===== src/rtl/imem_region_router.sv =====
// imem_region_router: routes fetches to base/size-decoded instruction memories with fault and flush handling
module imem_region_router #(
  parameter int NUM_REGIONS = 2,
  parameter int ADDR_W = 32,
  parameter int DATA_W = 32,
  parameter int MEM_LATENCY = 1,
  parameter logic [NUM_REGIONS*ADDR_W-1:0] REGION_BASE = {32'h2800, 32'h2000},
  parameter logic [NUM_REGIONS*ADDR_W-1:0] REGION_SIZE = {32'h0800, 32'h0800}
) (
  input  logic                          clk,
  input  logic                          rst,
  input  logic                          req_valid,
  output logic                          req_ready,
  input  logic [ADDR_W-1:0]             req_addr,
  input  logic                          flush,
  output logic                          resp_valid,
  output logic [DATA_W-1:0]             resp_instr,
  output logic                          resp_fault,
  output logic [15:0]                   fault_count,
  output logic [NUM_REGIONS-1:0]        mem_rd,
  output logic [NUM_REGIONS*ADDR_W-1:0] mem_addr_o,
  input  logic [NUM_REGIONS*DATA_W-1:0] mem_data_i
);
  localparam int CW = $clog2(MEM_LATENCY + 1);
  localparam int SW = NUM_REGIONS > 1 ? $clog2(NUM_REGIONS) : 1;
  typedef enum logic [1:0] {IDLE, BUSY, FAULT} state_t;
  state_t state;
  logic [CW-1:0] cnt;
  logic [SW-1:0] sel, hit_sel;
  logic [NUM_REGIONS-1:0] hits;
  logic hit, aligned, accept, resp_cycle;
  for (genvar i = 0; i < NUM_REGIONS; i++) begin : g_dec
    assign mem_addr_o[i*ADDR_W +: ADDR_W] = req_addr - REGION_BASE[i*ADDR_W +: ADDR_W];
    assign hits[i] = req_addr >= REGION_BASE[i*ADDR_W +: ADDR_W] &&
                     mem_addr_o[i*ADDR_W +: ADDR_W] < REGION_SIZE[i*ADDR_W +: ADDR_W];
  end
  // Descending scan so the lowest-index hit wins on overlapping windows
  always_comb begin
    hit_sel = '0;
    for (int i = NUM_REGIONS - 1; i >= 0; i--) if (hits[i]) hit_sel = SW'(i);
  end
  assign hit = |hits;
  assign aligned = req_addr[1:0] == 2'b00;
  assign resp_cycle = (state == BUSY && cnt == CW'(1)) || state == FAULT;
  assign req_ready = !flush && (state == IDLE || resp_cycle);
  assign accept = req_valid && req_ready;
  assign resp_valid = !flush && resp_cycle;
  assign resp_fault = resp_valid && state == FAULT;
  assign resp_instr = resp_valid && state == BUSY ? mem_data_i[int'(sel)*DATA_W +: DATA_W] : '0;
  assign mem_rd = accept && hit && aligned ? NUM_REGIONS'(1) << hit_sel : '0;
  always_ff @(posedge clk) begin
    if (rst) begin
      state <= IDLE;
      cnt <= '0;
      sel <= '0;
      fault_count <= '0;
    end else begin
      if (state == FAULT && !flush && fault_count != 16'hFFFF) fault_count <= fault_count + 16'd1;
      if (flush) state <= IDLE;
      else if (accept) begin
        state <= hit && aligned ? BUSY : FAULT;
        sel <= hit_sel;
        cnt <= CW'(MEM_LATENCY);
      end else if (resp_cycle) state <= IDLE;
      else if (state == BUSY) cnt <= cnt - 1'b1;
    end
  end
endmodule


===== config.mk =====
export PLATFORM = sky130hd
export DESIGN_NAME = imem_region_router
export DESIGN_NICKNAME = d
export VERILOG_FILES = /design/src/rtl/imem_region_router.sv
export SDC_FILE = /design/constraint.sdc
export NUM_CORES = 1
export LEC_CHECK = 0
export CORE_ASPECT_RATIO = 1.2
export CORE_MARGIN = 4
export CORE_UTILIZATION = 35
export DETAILED_ROUTE_END_ITERATION = 12
export PLACE_DENSITY = 0.81
export SLEW_MARGIN = 20
export SYNTH_ARGS = -nofsm -noshare
export SYNTH_HDL_FRONTEND = slang
export SYNTH_SLANG_ARGS = --single-unit

===== constraint.sdc =====
create_clock -name clk -period 4 [get_ports clk]
set_input_delay 1 -clock clk [delete_from_list [all_inputs] [get_ports clk]]
set_output_delay 1 -clock clk [all_outputs]
set_load 0.1 [all_outputs]

Word level (Yosys, flattened, before mapping)
Cells that the tools add are included.

$add $sub $neg: 4. $lt $le $gt $ge: 4. Equality and inequality tests: 4. Shift operators: 2. Muxes and demuxes: 10. Bitwise gates (word level): 1. Reductions and logical operators: 24.

Operators with widths (count): $ge A32 B14 Y1 const B (2); $lt A32 B12 Y1 const B (2); $shiftx A64 B7 Y32 (1); $sub A32 B14 Y32 const B (2); $mux W32 (1); $add A16 B1 Y16 const B (1); $ne A16 B16 Y1 const B (1); $logic_and A1 B1 Y1 (13); $mux W2 (4); $mux W1 (5); $logic_not A2 Y1 (2); $reduce_bool A2 Y1 (2); $reduce_or A2 Y1 (2); $reduce_and A3 Y1 (1); $eq A2 B1 Y1 const B (1); $eq A2 B2 Y1 const B (1); $logic_or A1 B1 Y1 (2); $ne A2 B2 Y1 const B (1); $reduce_and A2 Y1 (1); $shl A1 B1 Y2 const A (1); $logic_not A1 Y1 (1); $not A1 Y1 (1); $sub A1 B1 Y1 const B (1).

Register bits after elaboration: 20. Input bits: 100. Output and inout bits: 117. Word-level logic and storage cells: 53.

Depth between registers and ports, before layout
Word-level depth: 9. Mapped depth: 9. Depth with buffers taken out: 8.

Least setup slack after synthesis
Ideal clock, no wire load.

Path type: input port to output port. Start: in req_addr[11]. End: out mem_rd[1]. Arrival time: 5790 ps. Data required time: 3000 ps. Setup slack: -2790 ps. Stages: 7. Buffers on the path: 0. Cell sequence: inv_1 ha_1 nor2b_1 o41ai_1 o21ai_0 nand4b_1 nor4_2.

Cells in the longest elaborated chain, start to end: 7.

Ends and longest elaborated chain: start: declaration (RTL line 14) `input logic [ADDR_W-1:0] req_addr,`; $sub A32 B14 Y32 (*) (RTL line 33) `assign mem_addr_o[i*ADDR_W +: ADDR_W] = req_addr - REGION_BASE[i*ADDR_W +: ADDR_W];`; net mem_addr_o[53] (RTL line 21) `output logic [NUM_REGIONS*ADDR_W-1:0] mem_addr_o,`; $lt A32 B12 Y1 (*) (RTL line 35) `mem_addr_o[i*ADDR_W +: ADDR_W] < REGION_SIZE[i*ADDR_W +: ADDR_W];`; $logic_and A1 B1 Y1 (*) (RTL line 34) `assign hits[i] = req_addr >= REGION_BASE[i*ADDR_W +: ADDR_W] &&`; $mux W1 or $reduce_or A2 Y1 (tied branches) (RTL line 40, 42); $mux W1 or $logic_and A1 B1 Y1 (tied branches) (RTL line 40, 50); $shl A1 B1 Y2 or $logic_and A1 B1 Y1 (tied branches) (RTL line 50) `assign mem_rd = accept && hit && aligned ? NUM_REGIONS'(1) << hit_sel : '0;`; $mux W2 (*) (RTL line 50); end: declaration (RTL line 20) `output logic [NUM_REGIONS-1:0] mem_rd,`.

The timed path passes the listed nets; every way through them passes the cells marked *.

Worst setup path in the final report
Start: in req_addr[15]. End: out mem_rd[1].

Cells in the longest elaborated chain, start to end: 7.

Ends and longest elaborated chain (RTL line): $sub A32 B14 Y32 (33); $lt A32 B12 Y1 (35); $logic_and A1 B1 Y1 (34); $mux W1 or $reduce_or A2 Y1 (tied branches) (40, 42); $mux W1 or $logic_and A1 B1 Y1 (tied branches) (40, 50); $shl A1 B1 Y2 or $logic_and A1 B1 Y1 (tied branches) (50); $mux W2 (*) (50).

Every way passes the cells marked *; elsewhere a longest branch is shown, timed or not.

==> flow_metrics.py <==
metrics = {
    "sta": {
        "finalClockSkew_ps": 1.24,
        "timing.final.ws_setup_ps": -227,
        "setup_viol": 3,
        "hold_viol": 0,
        "tns_ps": -406,
        "whs_ps": 528,
        "finalMaxSlewViolations": 0,
        "worst_pin_slew_ps": 1010,
        "fmax_mhz": 237,
        "period_share_pct": 106,
        "relSlewSlack_pct": 32.6,
        "rsz0062_at_grt": "yes",
        "period_needed_ps": 4230,
    },
    "synth": {
        "synth.largest_area_cell": "dfxtp_1",
        "synth_warnings": 0,
        "synthMuxAreaShare_pct": 12.3,
        "ys_ff_latch": 20,
        "ys.flop_type": "dfxtp_1",
        "synth_top_family_by_area": "simple AND/OR/NAND/NOR gates",
        "synth_top_area_share_pct": 14.0,
        "synth-edff-count": 0,
        "syn_inst": 401,
        "synthesis.area_sq_mm": 0.00285,
        "synth_adder_area_share_pct": 2.19,
        "ys_seq_area_share_pct": 14.0,
        "synth_cell_types": 57,
        "synth_compound_area_share_pct": 13.0,
        "syn_area_per_cell_sq_um": 7.11,
        "yosys.area_share.simple_pct": 35.4,
        "async_reset_ff_share_pct": 0,
        "synthesis.nets": 506,
        "synthTopCellsByArea": "dfxtp_1, mux2i_1, nor2_1, buf_4, xnor2_1",
        "synth_xor_xnor_area_share_pct": 10.8,
    },
    "setup_path": {
        "crit_required_ps": 3000,
        "crit_end": "mem_rd[1]",
        "cp_max_fo": 3,
        "worstReg2RegStart": "state[1]",
        "worstSetupEndpointType": "output port",
        "arrival_ps": 3230,
        "crit_path_start": "req_addr[15]",
        "startpoint_type": "primary input",
        "r2r_cells": 7,
        "reg2reg_to": "state[1]",
        "rrSetupSlack_ps": 1710,
        "path_class": "in2out",
    },
    "pwr": {
        "vdd_drop_max_mv": 0.258,
        "p_leak_nw": 2.68,
        "powerDensity_mw_per_mm2": 154,
    },
    "finish": {
        "final_core_util_pct": 90.0,
        "nFillCells": 297,
        "syn_to_final_growth_pct": 146,
        "drive_gt1_share_pct": 50.8,
        "diodes": 0,
        "final_nets": 770,
    },
    "drt": {
        "viasPerCell": 6.25,
        "num_vias": 4721,
        "routedWlPerCell_um": 26.0,
        "drc_errors": 0,
        "drt_iter0_markers": 495,
        "firstDrtPassIters": 7,
        "routed_wl_um": 19600,
        "ant_nets": 0,
    },
    "run": {
        "max_cap_violations": 0,
    },
    "floorplan": {
        "coreArea_sq_mm": 0.00779,
        "die_y_um": 107,
        "pin_count": 217,
        "dieArea_sq_mm": 0.00966,
        "initial_core_util_pct": 36.6,
        "die_w_um": 90.4,
        "rows": 35,
    },
    "global_route": {
        "grt_pass1_wl_um": 25600,
        "grt_max_degree": 34,
        "antenna_found_initial": 0,
        "grt_pass1_vias": 4745,
        "gr-total-overflow": 0,
        "grt_usage_pct": 33.0,
    },
    "placement": {
        "portBuffers": 189,
        "post-dp-hpwl_um": 12600,
        "place_congestion": 1.01,
    },
    "clocking": {
        "root_buffer": "clkbuf_8",
        "clk_pin_slew_worst_paths_ps": 70,
        "tritoncts": "done",
        "clock_insertion_delay_worst_skew_ps": 250,
        "cts_sinks": 20,
        "cts_buffers": 3,
        "cts_max_path_buffers": 2,
        "htree_num_levels": 1,
    },
    "run_status": {
        "outcome": "finished with violations",
        "violations": "negative setup slack",
    },
    "min_path": {
        "hold_path_class": "reg2reg",
    },
}
-- worst min-delay path by stage --
stage                              start        endpoint  slack [ps]  cells after the start
after floorplan                      cnt             cnt         450                      2
after global placement               cnt             cnt         470                      2
after detailed placement             cnt             cnt         480                      2
after CTS                 fault_count[4]  fault_count[4]         520                      2
after global routing                 cnt             cnt         550                      2
final                     fault_count[4]  fault_count[4]         530                      2
-- logic make-up (layout without fill, tap and decap cells) --
group | count (synthesis) | count (layout)
xor gates and xnor gates | 35 | 35
and+or+nand+nor | 188 | 188
AOI/OAI and AO/OA | 52 | 52
adders and majority gates | 5 | 5
buffers and inverters | 66 | 328
muxes | 35 | 35
DFF | 20 | 20
-- flip-flops by register name (all words and copies together), names as in the netlist --
| signal | flops |
|---|---|
| cnt | 1 |
| sel | 1 |
| state | 2 |
| fault_count | 16 |
-- cells in the mapped netlist, types with 5 or more instances --
master / instances
and3_1: 5
nand4_1: 8
mux2i_1: 35
a21oi_1: 8
ha_1: 5
xnor2_1: 20
xor2_1: 15
dfxtp_1: 20
or3_1: 7
nand2_1: 19
buf_2: 5
nand2b_1: 7
or4_1: 5
or2_2: 5
buf_4: 24
clkbuf_1: 18
nor3_1: 17
o21ai_0: 13
nor4_1: 14
inv_1: 15
nor2_1: 67
o21a_1: 5
nand3_1: 12
-- critical path, cell delays in order --
cell,delay [ps]
buf_8,100
or4_4,580
nor4_2,260
buf_4,210
xor2_4,70
or4_4,540
nor4_4,220
buf_12,220
-- cells in the final DEF, fill, tap and decap left out, types with 9 or more instances in the layout --
cell type        netlist  final
buf_12                 0     77
buf_4                 24    120
clkdlybuf4s50_1        0     88
dfxtp_1               20     19
inv_1                 15      9
mux2i_1               35     35
nand2_1               19     17
nand3_1               12      9
nor2_1                67     32
nor2_2                 0     32
nor3_1                17     11
nor4_1                14      9
o21ai_0               13     10
xnor2_1               20     12
xor2_4                 0      9
-- report_power, final --
part	leakage, nW	switching (mW)	internal, mW
clock network	0.0216	0.0624	0.0669
registers	0.162	0.00145	0.201
logic	2.49	0.446	0.304
-- stage by stage --
step | total power [mW] | setup WS [ps] | instance area (sq um) | cells
floorplan | 0.658 | -1090 | 3380 | 401
global placement | 0.878 | -471 | 6610 | 736
detailed placement | 0.894 | -566 | 6610 | 736
CTS | 1.03 | -181 | 6850 | 753
global route | 1.11 | -263 | 7010 | 755
finish | 1.08 | -227 | 7010 | 755
-- final cells by class --
cell class                      instances  area, sq um  share of cell area (%)
Timing Repair Buffer                  310         3540                    50.5
Multi-Input combinational cell        315         2840                    40.5
Clock buffer                            3         41.3                   0.589
Inverter                               15         71.3                    1.02
Sequential cell                        20          402                    5.73
Tap cell                               92          115                    1.64
-- what timing repair did --
action                     in CTS  in global routing
hold buffers                    0                  0
setup endpoints to repair      19                  7
gates resized for setup        72                 49
buffers inserted               14                  3
pin swaps                      21                 20
-- routing by layer --
metal,wire length [um],GRT usage [%],vias up,share of wire [%]
li1,-,-,1927,-
met1,6360,34.9,2196,32
met2,9920,64.4,433,51
met3,1670,4.77,165,8.5
met4,1660,14.1,0,8.5
met5,0,0,-,0
(Power assumes the default switching activity.)
